`src/rtl/keypad_encoder.sv`:
```
// 4x4 matrix keypad scanner with debounce and a one-entry valid/ready output register.
// Define KEYPAD_DEBOUNCE_EN to debounce over DEB_SCANS scans; otherwise the first qualifying scan decides.
module keypad_encoder #(
    parameter int SCAN_DIV  = 1000,
    parameter int DEB_SCANS = 4
) (
    input  logic       clk,
    input  logic       rst,
    input  logic [3:0] row,
    output logic [3:0] col,
    output logic [3:0] key_code,
    output logic       key_valid,
    input  logic       key_ready,
    output logic       overrun
);

    if (SCAN_DIV < 4 || DEB_SCANS < 1) begin : g_bad_params
        $error("keypad_encoder: SCAN_DIV must be >= 4 and DEB_SCANS >= 1");
    end

    localparam int DIVW = $clog2(SCAN_DIV);

    typedef enum logic [1:0] {IDLE, PRESS_DEB, HELD, REL_DEB} state_t;

    logic [DIVW-1:0] div_cnt;
    logic [1:0]      col_idx;
    logic [3:0]      row_s1, row_s2;
    logic [1:0]      acc_cnt, nxt_cnt;
    logic [3:0]      acc_code, nxt_code;
    logic [2:0]      n_now, tot;
    logic [1:0]      r_idx;
    logic            sample, scan_done, scan_single;
    logic [3:0]      scan_code;

    state_t          state, state_nxt;
    logic [3:0]      cand, cand_nxt;
    logic            accept;

    function automatic logic [3:0] key_map(input logic [1:0] r, input logic [1:0] c);
        case ({r, c})
            4'h0: key_map = 4'h1;  4'h1: key_map = 4'h2;  4'h2: key_map = 4'h3;  4'h3: key_map = 4'hA;
            4'h4: key_map = 4'h4;  4'h5: key_map = 4'h5;  4'h6: key_map = 4'h6;  4'h7: key_map = 4'hB;
            4'h8: key_map = 4'h7;  4'h9: key_map = 4'h8;  4'hA: key_map = 4'h9;  4'hB: key_map = 4'hC;
            4'hC: key_map = 4'hE;  4'hD: key_map = 4'h0;  4'hE: key_map = 4'hF;  default: key_map = 4'hD;
        endcase
    endfunction

    assign sample    = (div_cnt == DIVW'(SCAN_DIV - 1));
    assign scan_done = sample && (col_idx == 2'd3);

    // Fold the current column's sample into the running scan tally (count saturates at 2).
    always_comb begin
        n_now = 3'd0;
        r_idx = 2'd0;
        for (int i = 0; i < 4; i++) begin
            if (!row_s2[i]) begin
                n_now = n_now + 3'd1;
                r_idx = 2'(i);
            end
        end
        tot         = {1'b0, acc_cnt} + n_now;
        nxt_cnt     = (tot >= 3'd2) ? 2'd2 : tot[1:0];
        nxt_code    = (acc_cnt == 2'd0 && n_now == 3'd1) ? key_map(r_idx, col_idx) : acc_code;
        scan_single = (tot == 3'd1);
        scan_code   = nxt_code;
    end

    always_ff @(posedge clk) begin
        if (rst) begin
            row_s1   <= 4'hF;
            row_s2   <= 4'hF;
            div_cnt  <= '0;
            col_idx  <= 2'd0;
            col      <= 4'b1110;
            acc_cnt  <= 2'd0;
            acc_code <= 4'h0;
        end else begin
            row_s1 <= row;
            row_s2 <= row_s1;
            if (sample) begin
                div_cnt <= '0;
                col_idx <= col_idx + 2'd1;
                col     <= {col[2:0], col[3]};
                if (scan_done) begin
                    acc_cnt  <= 2'd0;
                    acc_code <= 4'h0;
                end else begin
                    acc_cnt  <= nxt_cnt;
                    acc_code <= nxt_code;
                end
            end else begin
                div_cnt <= div_cnt + DIVW'(1);
            end
        end
    end

`ifdef KEYPAD_DEBOUNCE_EN
    localparam int DW = $clog2(DEB_SCANS + 1);
    logic [DW-1:0] deb_cnt, deb_nxt;

    // The scan that leaves IDLE/HELD already counts as the first of DEB_SCANS.
    always_comb begin
        state_nxt = state;
        cand_nxt  = cand;
        deb_nxt   = deb_cnt;
        accept    = 1'b0;
        if (scan_done) begin
            case (state)
                IDLE: begin
                    if (scan_single) begin
                        cand_nxt = scan_code;
                        if (DEB_SCANS <= 1) begin
                            accept    = 1'b1;
                            state_nxt = HELD;
                        end else begin
                            state_nxt = PRESS_DEB;
                            deb_nxt   = DW'(1);
                        end
                    end
                end
                PRESS_DEB: begin
                    if (scan_single && scan_code == cand) begin
                        if (deb_cnt == DW'(DEB_SCANS - 1)) begin
                            accept    = 1'b1;
                            state_nxt = HELD;
                            deb_nxt   = '0;
                        end else begin
                            deb_nxt = deb_cnt + DW'(1);
                        end
                    end else begin
                        state_nxt = IDLE;
                        deb_nxt   = '0;
                    end
                end
                HELD: begin
                    if (!scan_single) begin
                        if (DEB_SCANS <= 1) begin
                            state_nxt = IDLE;
                        end else begin
                            state_nxt = REL_DEB;
                            deb_nxt   = DW'(1);
                        end
                    end
                end
                default: begin
                    if (!scan_single) begin
                        if (deb_cnt == DW'(DEB_SCANS - 1)) begin
                            state_nxt = IDLE;
                            deb_nxt   = '0;
                        end else begin
                            deb_nxt = deb_cnt + DW'(1);
                        end
                    end else begin
                        state_nxt = HELD;
                        deb_nxt   = '0;
                    end
                end
            endcase
        end
    end

    always_ff @(posedge clk) begin
        if (rst) deb_cnt <= '0;
        else     deb_cnt <= deb_nxt;
    end
`else
    always_comb begin
        state_nxt = state;
        cand_nxt  = cand;
        accept    = 1'b0;
        if (scan_done) begin
            case (state)
                IDLE: begin
                    if (scan_single) begin
                        cand_nxt  = scan_code;
                        accept    = 1'b1;
                        state_nxt = HELD;
                    end
                end
                HELD: begin
                    if (!scan_single) state_nxt = IDLE;
                end
                default: state_nxt = IDLE;
            endcase
        end
    end
`endif

    always_ff @(posedge clk) begin
        if (rst) begin
            state <= IDLE;
            cand  <= 4'h0;
        end else begin
            state <= state_nxt;
            cand  <= cand_nxt;
        end
    end

    // Valid/ready: key_code is held stable while key_valid=1 and is consumed on any rising
    // edge with key_valid&key_ready; key_ready is ignored while key_valid=0. A key accepted
    // while the register is full and not being consumed is dropped and flagged by overrun.
    always_ff @(posedge clk) begin
        if (rst) begin
            key_code  <= 4'h0;
            key_valid <= 1'b0;
            overrun   <= 1'b0;
        end else begin
            overrun <= 1'b0;
            if (accept) begin
                if (!key_valid || key_ready) begin
                    key_code  <= cand_nxt;
                    key_valid <= 1'b1;
                end else begin
                    overrun <= 1'b1;
                end
            end else if (key_valid && key_ready) begin
                key_valid <= 1'b0;
            end
        end
    end

endmodule

```
`config.mk`:
```
export PLATFORM = sky130hd
export DESIGN_NAME = keypad_encoder
export DESIGN_NICKNAME = d
export VERILOG_FILES = /design/src/rtl/keypad_encoder.sv
export SDC_FILE = /design/constraint.sdc
export NUM_CORES = 1
export LEC_CHECK = 0
export CORE_ASPECT_RATIO = 0.8
export CORE_MARGIN = 2
export CORE_UTILIZATION = 51
export CTS_BUF_LIST = sky130_fd_sc_hd__clkbuf_2
export CTS_CLUSTER_DIAMETER = 150
export DETAILED_ROUTE_END_ITERATION = 16
export PLACE_DENSITY = 0.72
export SLEW_MARGIN = 15
export SYNTH_ARGS = -nofsm -noshare
export SYNTH_HDL_FRONTEND = slang
export SYNTH_SLANG_ARGS = --single-unit
```
`constraint.sdc`:
```
create_clock -name clk -period 9.9 [get_ports clk]
set_input_delay 0.99 -clock clk [delete_from_list [all_inputs] [get_ports clk]]
set_output_delay 0.99 -clock clk [all_outputs]
set_load 0.03 [all_outputs]
```
==> run_results.csv <==
group,metric,value,unit
synth,synth_area_per_cell,9.051,µm²
cts,clk_latency,0.38,ns
power,p_sw_frac,0.2459,
synth,synth_edf_count,0,
min_path,hp-class,"reg2reg",
sta,max_slew_margin,0.4667,
setup_path,arrival,3.98,ns
routing,num_vias,1478,
sta,fin_crit,3.654,ns
routing,drt-wirelength-per-cell,11.99,µm
cts,ctsHoldBuffers,0,
cts,clk_pin_slew,0.20,ns
power,clockPowerShare,0.254,
setup_path,max_stage_delay,0.46,ns
cts,numCtsBuffers,5,
sta,fmax,273.7,MHz
placement,hpwlAfterDp,2464,µm
power,p_seq_frac,0.661,
power,pwr_density_cell,115.4,nW/µm²
cts,cts_resized,0,
routing,drtIter0Drc,51,
synth,synth_area,2009,µm²
power,intPower,194.2,µW
cells_and_area,drive_gt1_frac,0.08936,
sta,worst_slew_pin_slew,0.7977,ns
floorplan,fp-row-count,20,
synth,yosys_warnings,0,
routing,postRouteAntennaNets,0,
sta,drv_slew,0,
cells_and_area,register_area,820.8,µm²
cts,clock-sinks,41,
synth,yosys.area.top_type,"dfxtp_1",
sta,finClkSkew,0.02015,ns
placement,gp_congestion,0.8371,
sta,hold_viol,0,
cts,cts-root-buf,"clkbuf_2",
cts,cts-htree-levels,2,
sta,fin_crit_sh,0.3691,
setup_path,cp_max_fo,6,
global_route,grt_start_max_net_pins,39,
synth,synthCells,222,
outcome,outcome,"completed",
routing,firstDrtPassIters,4,
synth,syn_nets,240,
floorplan,die_area,4461,µm²
floorplan,die_w,74.18,µm
global_route,track_usage,0.1657,
floorplan,io_pins,17,
cts,post_cts_buffers,0,
setup_path,end_kind,"register",
sta,tns,0,ns
power,combPwrFrac,0.085,
cells_and_area,multi_input_area,1097,µm²
synth,yosysTopAreaCellShare,0.4085,
synth,post-synth-top-count-cell,"dfxtp_1",
global_route,grt_pass1_vias,1273,
synth,synth_flop_cell,"dfxtp_1",
floorplan,die-height,60.14,µm
sta,setup_viol,0,
power,power_switching,63.33,µW
synth,netlist_top_cells_area,"dfxtp_1 (41%), ha_1 (6.2%), nand3b_1 (6.0%)",
synth,synth-seq-cells,41,
setup_path,crit_top_cell,"ha_1",
setup_path,startpoint_type,"register",
placement,dpl_cell_area,2196,µm²
global_route,antenna_found_initial,0,
placement,dp.cells,283,
synth,synth-async-reset-ratio,0,
global_route,gr-total-overflow,0,
job,drv_cap,0,
routing,drc_errors,0,
placement,dp_worst_setup_slack,6.250,ns
floorplan,core_area,3779,µm²
cts,cts_tree,"yes",
sta,rsz0062_at_grt,"false",
power,irDropWorstVdd,0.00008491,V
setup_path,crit_buf_inv,1,
sta,worst_slack,6.246,ns
setup_path,crit_chain,"inv_1, ha_1, xnor2_1, ha_1, mux2i_1, fa_1, xnor3_1, nor3b_1, ha_1, nand3_1, or2_2, o31a_1, o21ai_0",
cells_and_area,final_cells,290,
cells_and_area,fillCellCount,344,
cells_and_area,nets,253,
setup_path,cp_slowest_cell,"dfxtp_1",
synth,ys_top_cells_by_count,"dfxtp_1 (41), nor2_1 (25), nand2_1 (17)",
placement,portBuffers,16,
cells_and_area,final_area,2232,µm²
floorplan,initial_core_util,0.5318,
routing,drt-vias-per-instance,5.097,
synth,synth_cell_types,38,
cells_and_area,diodes,0,
cells_and_area,syn_to_final_growth,11.08,%
setup_path,crit_family,"adder cells",
setup_path,cp.required,10.23,ns
synth,seq_area_frac_synth,0.4085,
cts,max-clock-path-buffers,2,
routing,drt_wl_total,3477,µm
global_route,grt_pass1_wl,5589,µm
power,p_leak,0.0008136,µW
setup_path,critPathKind,"reg2reg",
## layer usage
metal | wire (µm) | track usage | up-vias
li1 | - | - | 781
met1 | 1838 | 0.2326 | 669
met2 | 1472 | 0.2462 | 23
met3 | 125 | 0.05059 | 5
met4 | 42 | 0.04675 | 0
met5 | 0 | 0 | -
## power groups by stage
stage | Clock [µW] | Combinational (µW) | Sequential, µW
after floorplan | 0 | 17.7 | 172
after global placement | 0 | 22.0 | 174
after detailed placement | 0 | 22.1 | 174
after CTS | 69.5 | 22.2 | 170
after global routing | 74.9 | 24.5 | 171
final | 65.3 | 22.0 | 170
## final timing paths
check | start | depth (start not counted) | slack, ns | endpoint
hold reg to reg | row_s1[3]$_SDFF_PP1_ | 1 | 0.43 | row_s2[3]$_SDFF_PP1_
setup / recovery | row_s2[1]$_SDFF_PP1_ | 13 | 6.25 | key_code[0]$_SDFFE_PP0P_
hold / removal | row_s1[3]$_SDFF_PP1_ | 1 | 0.43 | row_s2[3]$_SDFF_PP1_
setup reg to reg | row_s2[1]$_SDFF_PP1_ | 13 | 6.25 | key_code[0]$_SDFFE_PP0P_
## cell type report
cell class	count	share of cell area
Clock buffer	5	0.01121
Clock inverter	2	0.005045
Inverter	11	0.01850
Multi-Input combinational cell	159	0.4916
Sequential cell	41	0.3677
Tap cell	55	0.03083
Timing Repair Buffer	17	0.07511
## through the flow
step / util / hold slack, ns / power (µW)
floorplan: - / 0.3895 / 190.1
global placement: 0.5811 / 0.3907 / 195.5
detailed placement: 0.5811 / 0.3934 / 195.7
CTS: 0.5907 / 0.4410 / 262.0
global route: 0.5907 / 0.4583 / 270.2
finish: 0.5907 / 0.4337 / 257.5
## worst register-to-register path, stage by stage, from the launching register on
cell and delay [ns]:
dfxtp_1 0.46, inv_1 0.06, ha_1 0.34, xnor2_1 0.18
ha_1 0.34, mux2i_1 0.10, fa_1 0.40, xnor3_1 0.43
nor3b_1 0.28, ha_1 0.22, nand3_1 0.12, or2_2 0.34
o31a_1 0.28, o21ai_0 0.06
## cells in the final DEF, fill, tap and decap left out, types with 3 or more instances in the layout
cell	synthesis	routed
nand2_1	17	17
clkbuf_2	0	5
ha_1	10	10
a21oi_1	6	6
xor2_1	3	3
nand3b_1	16	16
dfxtp_1	41	41
a211oi_2	3	3
xnor2_1	11	11
nor3_1	3	3
o21ai_0	10	10
nand3_1	8	8
inv_1	11	11
nor2b_1	4	4
o221ai_1	3	3
clkdlybuf4s50_1	0	16
nor2_1	25	25
or2_2	9	9
mux2i_1	6	6
nand2b_1	5	5
## flip-flops by register name, indices dropped and copies added (netlist names)
register / flops
col: 4
acc_cnt: 2
row_s2: 4
div_cnt: 10
key_code: 4
col_idx: 2
overrun: 1
state: 1
key_valid: 1
acc_code: 4
row_s1: 4
cand: 4
## logic make-up after synthesis
logic type / after synthesis / share of synthesized area
DFF: 41 / 0.4085
buffers and inverters: 22 / 0.04545
and+or+nand+nor: 98 / 0.2734
xor gates and xnor gates: 15 / 0.07223
adders and majority gates: 11 / 0.07223
AOI/OAI and AO/OA: 29 / 0.09840
muxes: 6 / 0.02989
Power figures use the tool's default switching activity.
